File: config.mk
export PLATFORM = sky130hd
export DESIGN_NAME = jtag_tap_responder
export DESIGN_NICKNAME = d
export VERILOG_FILES = /design/src/rtl/jtag_pkg.sv /design/src/rtl/jtag_tap_fsm.sv /design/src/rtl/jtag_tap_responder.sv
export SDC_FILE = /design/constraint.sdc
export NUM_CORES = 1
export LEC_CHECK = 0
export CAP_MARGIN = 20
export CORE_MARGIN = 1
export CORE_UTILIZATION = 55
export CTS_BUF_LIST = sky130_fd_sc_hd__clkbuf_16
export CTS_CLUSTER_DIAMETER = 200
export CTS_CLUSTER_SIZE = 12
export DETAILED_ROUTE_END_ITERATION = 6
export PLACE_DENSITY = 0.78
export SLEW_MARGIN = 0
export SYNTH_ARGS = -nofsm -noshare
export SYNTH_HDL_FRONTEND = slang
export SYNTH_SLANG_ARGS = --single-unit
File: constraint.sdc
create_clock -name clock -period 3.1 [get_ports clock]
set_clock_uncertainty 0.05 [all_clocks]
set_input_delay 0.93 -clock clock [delete_from_list [all_inputs] [get_ports clock]]
set_output_delay 0.93 -clock clock [all_outputs]
set_load 0.05 [all_outputs]
File: src/rtl/jtag_pkg.sv
// Shared TAP definitions: IEEE 1149.1 state encoding, instruction codes and
// the Capture-IR pattern used by jtag_tap_responder and jtag_tap_fsm.
package jtag_pkg;

   typedef enum logic [3:0] {
      EXIT2_DR         = 4'h0,
      EXIT1_DR         = 4'h1,
      SHIFT_DR         = 4'h2,
      PAUSE_DR         = 4'h3,
      SELECT_IR        = 4'h4,
      UPDATE_DR        = 4'h5,
      CAPTURE_DR       = 4'h6,
      SELECT_DR        = 4'h7,
      EXIT2_IR         = 4'h8,
      EXIT1_IR         = 4'h9,
      SHIFT_IR         = 4'hA,
      PAUSE_IR         = 4'hB,
      RUN_TEST_IDLE    = 4'hC,
      UPDATE_IR        = 4'hD,
      CAPTURE_IR       = 4'hE,
      TEST_LOGIC_RESET = 4'hF
   } tapState_e;

   typedef enum logic [1:0] {
      DR_BYPASS,
      DR_IDCODE,
      DR_USER
   } drSel_e;

   // Cast to the IR width at the point of use; -1 becomes all-ones.
   localparam int INSTR_IDCODE = 1;
   localparam int INSTR_USER   = 2;
   localparam int INSTR_BYPASS = -1;

   localparam logic [1:0] CAPTURE_IR_LSBS = 2'b01;

endpackage

File: src/rtl/jtag_tap_fsm.sv
// IEEE 1149.1 16-state TAP controller; moves one state per advance pulse,
// forceReset parks it in TEST_LOGIC_RESET.
module jtag_tap_fsm
   import jtag_pkg::*;
(
   input  logic      clock,
   input  logic      reset,
   input  logic      advance,
   input  logic      tms,
   input  logic      forceReset,
   output tapState_e state,
   output tapState_e nextState
);

   // NOTE: state registers use non-blocking assignment so every flop samples
   // pre-edge values; blocking here would create simulation order races.
   always_ff @(posedge clock or posedge reset) begin
      if (reset)
         state <= TEST_LOGIC_RESET;
      else if (forceReset)
         state <= TEST_LOGIC_RESET;
      else if (advance)
         state <= nextState;
   end

   // NOTE: nextState gets a default before the case so no path leaves it
   // unassigned, which would otherwise infer a latch.
   always_comb begin
      nextState = state;
      case (state)
         TEST_LOGIC_RESET: nextState = tms ? TEST_LOGIC_RESET : RUN_TEST_IDLE;
         RUN_TEST_IDLE:    nextState = tms ? SELECT_DR        : RUN_TEST_IDLE;
         SELECT_DR:        nextState = tms ? SELECT_IR        : CAPTURE_DR;
         CAPTURE_DR:       nextState = tms ? EXIT1_DR         : SHIFT_DR;
         SHIFT_DR:         nextState = tms ? EXIT1_DR         : SHIFT_DR;
         EXIT1_DR:         nextState = tms ? UPDATE_DR        : PAUSE_DR;
         PAUSE_DR:         nextState = tms ? EXIT2_DR         : PAUSE_DR;
         EXIT2_DR:         nextState = tms ? UPDATE_DR        : SHIFT_DR;
         UPDATE_DR:        nextState = tms ? SELECT_DR        : RUN_TEST_IDLE;
         SELECT_IR:        nextState = tms ? TEST_LOGIC_RESET : CAPTURE_IR;
         CAPTURE_IR:       nextState = tms ? EXIT1_IR         : SHIFT_IR;
         SHIFT_IR:         nextState = tms ? EXIT1_IR         : SHIFT_IR;
         EXIT1_IR:         nextState = tms ? UPDATE_IR        : PAUSE_IR;
         PAUSE_IR:         nextState = tms ? EXIT2_IR         : PAUSE_IR;
         EXIT2_IR:         nextState = tms ? UPDATE_IR        : SHIFT_IR;
         UPDATE_IR:        nextState = tms ? SELECT_DR        : RUN_TEST_IDLE;
         default:          nextState = TEST_LOGIC_RESET;
      endcase
   end

endmodule

File: src/rtl/jtag_tap_responder.sv
// Oversampling JTAG TAP target with IR, BYPASS, IDCODE and one user DR.
// Optional macro JTAG_TRST_EN adds a synchronized trst input.
module jtag_tap_responder
   import jtag_pkg::*;
#(
   parameter int          IR_WIDTH      = 4,
   parameter logic [31:0] IDCODE_VALUE  = 32'h1BA0_0477,
   parameter int          USER_DR_WIDTH = 8,
   parameter int          SYNC_STAGES   = 2
) (
   input  logic                     clock,
   input  logic                     reset,
`ifdef JTAG_TRST_EN
   input  logic                     trst,
`endif
   input  logic                     tck,
   input  logic                     tms,
   input  logic                     tdi,
   output logic                     tdo,
   output logic                     tdo_oe,
   output logic [3:0]               tap_state,
   output logic [IR_WIDTH-1:0]      ir_value,
   input  logic [USER_DR_WIDTH-1:0] user_dr_in,
   output logic [USER_DR_WIDTH-1:0] user_dr_out,
   output logic                     user_dr_upd
);

   logic [SYNC_STAGES-1:0]   tckSync, tmsSync, tdiSync;
   logic                     syncTck, syncTms, syncTdi, tckPrev;
   logic                     tckRise, tckFall, trstHold;
   tapState_e                tapState, fsmNext;
   drSel_e                   drSel;
   logic [IR_WIDTH-1:0]      irShift;
   logic [31:0]              idcodeShift;
   logic [USER_DR_WIDTH-1:0] userShift;
   logic                     bypassReg, activeLsb;

   always_ff @(posedge clock or posedge reset) begin
      if (reset) begin
         tckSync <= '0;
         tmsSync <= '0;
         tdiSync <= '0;
         tckPrev <= 1'b0;
      end else begin
         tckSync <= {tckSync[SYNC_STAGES-2:0], tck};
         tmsSync <= {tmsSync[SYNC_STAGES-2:0], tms};
         tdiSync <= {tdiSync[SYNC_STAGES-2:0], tdi};
         tckPrev <= syncTck;
      end
   end

`ifdef JTAG_TRST_EN
   logic [SYNC_STAGES-1:0] trstSync;

   always_ff @(posedge clock or posedge reset) begin
      if (reset)
         trstSync <= '0;
      else
         trstSync <= {trstSync[SYNC_STAGES-2:0], trst};
   end

   assign trstHold = trstSync[SYNC_STAGES-1];
`else
   assign trstHold = 1'b0;
`endif

   assign syncTck   = tckSync[SYNC_STAGES-1];
   assign syncTms   = tmsSync[SYNC_STAGES-1];
   assign syncTdi   = tdiSync[SYNC_STAGES-1];
   assign tckRise   = syncTck & ~tckPrev;
   assign tckFall   = ~syncTck & tckPrev;
   assign tap_state = tapState;

   jtag_tap_fsm u_fsm (
      .clock      (clock),
      .reset      (reset),
      .advance    (tckRise),
      .tms        (syncTms),
      .forceReset (trstHold),
      .state      (tapState),
      .nextState  (fsmNext)
   );

   // All-ones and every undefined code fall through to the bypass bit.
   always_comb begin
      drSel = DR_BYPASS;
      case (ir_value)
         IR_WIDTH'(INSTR_IDCODE): drSel = DR_IDCODE;
         IR_WIDTH'(INSTR_USER):   drSel = DR_USER;
         IR_WIDTH'(INSTR_BYPASS): drSel = DR_BYPASS;
         default:                 drSel = DR_BYPASS;
      endcase
   end

   always_comb begin
      activeLsb = bypassReg;
      if (tapState == SHIFT_IR)
         activeLsb = irShift[0];
      else if (drSel == DR_IDCODE)
         activeLsb = idcodeShift[0];
      else if (drSel == DR_USER)
         activeLsb = userShift[0];
   end

   // Capture, shift and update act on the rising tck edge that leaves the state.
   always_ff @(posedge clock or posedge reset) begin
      if (reset) begin
         irShift     <= '0;
         idcodeShift <= '0;
         userShift   <= '0;
         bypassReg   <= 1'b0;
         ir_value    <= IR_WIDTH'(INSTR_IDCODE);
         user_dr_out <= '0;
         user_dr_upd <= 1'b0;
         tdo         <= 1'b0;
         tdo_oe      <= 1'b0;
      end else begin
         user_dr_upd <= 1'b0;
         if (tckRise) begin
            case (tapState)
               CAPTURE_IR: irShift <= IR_WIDTH'(CAPTURE_IR_LSBS);
               SHIFT_IR:   irShift <= {syncTdi, irShift[IR_WIDTH-1:1]};
               UPDATE_IR:  ir_value <= irShift;
               CAPTURE_DR: begin
                  case (drSel)
                     DR_IDCODE: idcodeShift <= IDCODE_VALUE;
                     DR_USER:   userShift   <= user_dr_in;
                     default:   bypassReg   <= 1'b0;
                  endcase
               end
               SHIFT_DR: begin
                  case (drSel)
                     DR_IDCODE: idcodeShift <= {syncTdi, idcodeShift[31:1]};
                     DR_USER:   userShift   <= {syncTdi, userShift[USER_DR_WIDTH-1:1]};
                     default:   bypassReg   <= syncTdi;
                  endcase
               end
               UPDATE_DR: begin
                  if (drSel == DR_USER) begin
                     user_dr_out <= userShift;
                     user_dr_upd <= 1'b1;
                  end
               end
               default: ;
            endcase
            if (fsmNext == TEST_LOGIC_RESET)
               ir_value <= IR_WIDTH'(INSTR_IDCODE);
         end
         if (tckFall) begin
            tdo    <= activeLsb;
            tdo_oe <= (tapState == SHIFT_IR) || (tapState == SHIFT_DR);
         end
         if (trstHold) begin
            ir_value <= IR_WIDTH'(INSTR_IDCODE);
            tdo_oe   <= 1'b0;
         end
      end
   end

endmodule
==> run_results.csv <==
group,metric,value,unit
outcome,status,"finished, final reports clean",
die,num_rows,26,
synth,synth_top_family_by_area,"simple AND/OR/NAND/NOR gates",
worst_setup_path,ff2ff_path_depth,4,
worst_hold_path,whs_path_depth,0,
clocking,insertion_delay,330,ps
sta,hold_viol,0,
clocking,hold_buffers,0,
die,die_x,76.8,microns
placement,io_buffers,31,
worst_setup_path,end_kind,"output pin",
worst_setup_path,slowest_delay,870,ps
detailed_routing,drt_first_iter_violations,184,
worst_setup_path,worstPathMaxFanout,20,
final_layout,num_antenna_cells,0,
synth,yosysWarnings,0,
sta,period_share,94.4,%
final_layout,drive_gt1_share,12.8,%
synth,yosys.area.top_type,"dfrtp_1",
clocking,post_cts_buffers,0,
synth,synth_simple_gate_area_share,17.4,%
placement,place_inst,382,
final_layout,syn2layout_area_growth,20.5,%
synth,synthTopCellsByArea,"dfrtp_1, nand2_1, o21ai_0",
synth,synth-xor-area-share,0,%
placement,dpl_worst_slack,526,ps
sta,setup_tns,0,ps
global_route,antenna_found_initial,0,
sta,setup_viol,0,
global_route,overflow,0,
clocking,cts_resized,0,
clocking,htreeDepth,3,
synth,syn_area,3080,sq um
synth,synth_fa_ha_area_share,0.813,%
global_route,grt_pass1_vias,2091,
power,power_density,885,nW/um^2
synth,synth_mux_area_share,6.99,%
synth,seq_area_frac_synth,58.0,%
power,power.leakage,1.66,nW
global_route,grt_max_degree,72,
final_layout,fin_nets,338,
sta,min_period,2930,ps
sta,grt_setup_unrepaired,"false",
detailed_routing,ant_nets,0,
die,die_height,76.8,microns
detailed_routing,first_pass_iters,4,
die,start_util,58.7,%
synth,yosysUniqueCellTypes,42,
detailed_routing,via_per_inst,5.49,
sta,max_slew_margin,56.2,%
global_route,grt.total_usage,22.0,%
synth,ys_seq_elements,71,
worst_setup_path,crit_buf_inv,1,
clocking,cts_made_buffers,9,
synth,synth_compound_area_share,12.2,%
worst_setup_path,start_kind,"flop",
die,ioPinCount,32,
placement,detailed_place_hpwl,3380,microns
sta,worst_slack,173,ps
synth,async_flop_share,100,%
worst_setup_path,path_cells,"clkdlybuf4s50_1",
synth,synth_cells,300,
final_layout,final.fill_count,380,
synth,synth_ff_type,"dfrtp_1",
power,ir_worst_vdd,725,uV
detailed_routing,wl,5650,microns
placement,dpl-instance-area,3390,sq um
die,core,5240,sq um
synth,syn_nets,315,
clocking,root_buffer,"clkbuf_16",
detailed_routing,vias,2185,
clocking,cts_num_sinks,71,
final_layout,post-route-cell-area,3710,sq um
clocking,cts_buffer_depth,2,
synth,synth_edf_count,0,
worst_setup_path,critPathKind,"reg2out",
placement,gp_routability_congestion,0.805,
sta,whs,301,ps
global_route,grt_pass1_wl,9870,microns
sta,worstMarginPinSlew,657,ps
synth,yosysTopAreaCellShare,53.7,%
worst_hold_path,hold_path.class,"reg2reg",
worst_setup_path,crit_family,"buffers and inverters",
synth,syn_area_per_cell,10.3,sq um
run,maxCapViolations,0,
final_layout,fin_cells,398,
worst_setup_path,required,2120,ps
clocking,clkTransAtPathRegs,50,ps
clocking,cts_tree,"done",
sta,drv_slew,0,
detailed_routing,wire_per_inst,14.2,microns
worst_setup_path,worstSetupPathDepth,1,
worst_setup_path,worst-endpoint-arrival,1950,ps
die,die-area,5900,sq um
worst_setup_path,cp_slowest_cell,"clkdlybuf4s50_1",
detailed_routing,drt_drc_violations_left,0,
sta,max_freq,342,MHz
==> cell usage after synthesis, types with 2 or more instances <==
cell	count
nand3b_1	4
ha_1	2
o211ai_1	3
a21oi_1	3
dfstp_2	5
nand2_1	64
nand4_1	4
o31ai_1	4
nor3_1	2
o21ai_1	9
clkbuf_1	13
o21ai_0	42
dfrtp_1	66
buf_6	4
inv_1	7
mux2_2	12
nor2_1	22
mux2i_1	8
a31oi_1	2
buf_2	2
==> cell usage in the layout, fill, tap and decap left out, types with 2 or more instances in the layout <==
cell type,n
o21ai_0,42
mux2i_1,8
ha_1,2
dfrtp_1,66
nand2_1,64
nor2_1,22
dfstp_2,5
o21ai_1,9
a21oi_1,3
clkdlybuf4s50_1,31
o211ai_1,3
clkinv_2,2
a31oi_1,2
bufinv_16,2
inv_1,6
clkbuf_16,9
mux2_2,12
nand3b_1,4
nand4_1,4
o31ai_1,4
nor3_1,2
==> layer usage <==
metal | up-vias | GRT usage, % | part of all wire (%)
met5 | - | 0 | 0
met2 | 62 | 32.0 | 46
li1 | 1063 | - | -
met3 | 7 | 6.19 | 7.0
met4 | 0 | 11.2 | 1.5
met1 | 1053 | 30.1 | 45
==> registers in the layout, indices dropped and copies added (netlist names), 4 cells and up <==
name,cells
u_fsm.state,4
user_dr_out,8
idcodeShift,32
userShift,8
ir_value,4
irShift,4
==> stage by stage <==
stage               total power, mW  util (%)
global placement               2.16      64.6
detailed placement             2.19      64.6
CTS                            3.29      70.8
finish                         3.28      70.8
floorplan                      1.99         -
global route                   3.45      70.8
==> cell type report <==
cell class | instances | area, sq um | share of cell area [%]
Tap cell | 70 | 87.6 | 2.36
Clock inverter | 7 | 95.1 | 2.57
Clock buffer | 9 | 225 | 6.08
Inverter | 7 | 26.3 | 0.709
Sequential cell | 71 | 1780 | 48.1
Multi-Input combinational cell | 201 | 1150 | 31.1
Timing Repair Buffer | 33 | 338 | 9.12
==> path summary, 6_finish.rpt <==
kind / from / endpoint / slack [ps]
worst min register to register: tckSync[0]$_DFF_PP0_ / tckSync[1]$_DFF_PP0_ / 300
worst max register to register: u_fsm.state[1]$_DFFE_PP1P_ / userShift[6]$_DFFE_PP0P_ / 890
min in group asynchronous: reset / idcodeShift[5]$_DFFE_PP0P_ / 940
worst max-delay path: u_fsm.state[1]$_DFFE_PP1P_ / tap_state[1] / 170
max in group asynchronous: reset / u_fsm.state[3]$_DFFE_PP1P_ / 1730
worst min-delay path: tckSync[0]$_DFF_PP0_ / tckSync[1]$_DFF_PP0_ / 300
==> kinds of logic (layout without fill, tap and decap cells) <==
family,Yosys count,after routing
and+or+nand+nor,111,111
DFF,71,71
AOI/OAI and AO/OA,68,68
buffers and inverters,28,56
muxes,20,20
adders and majority gates,2,2
==> power by group <==
group	internal [mW]	total, mW	switching, mW
combinational	0.312	0.835	0.523
clock	0.705	1.10	0.391
sequential	1.13	1.35	0.215
total	2.15	3.28	1.13
Note: power is estimated with default switching activity, not from simulation.
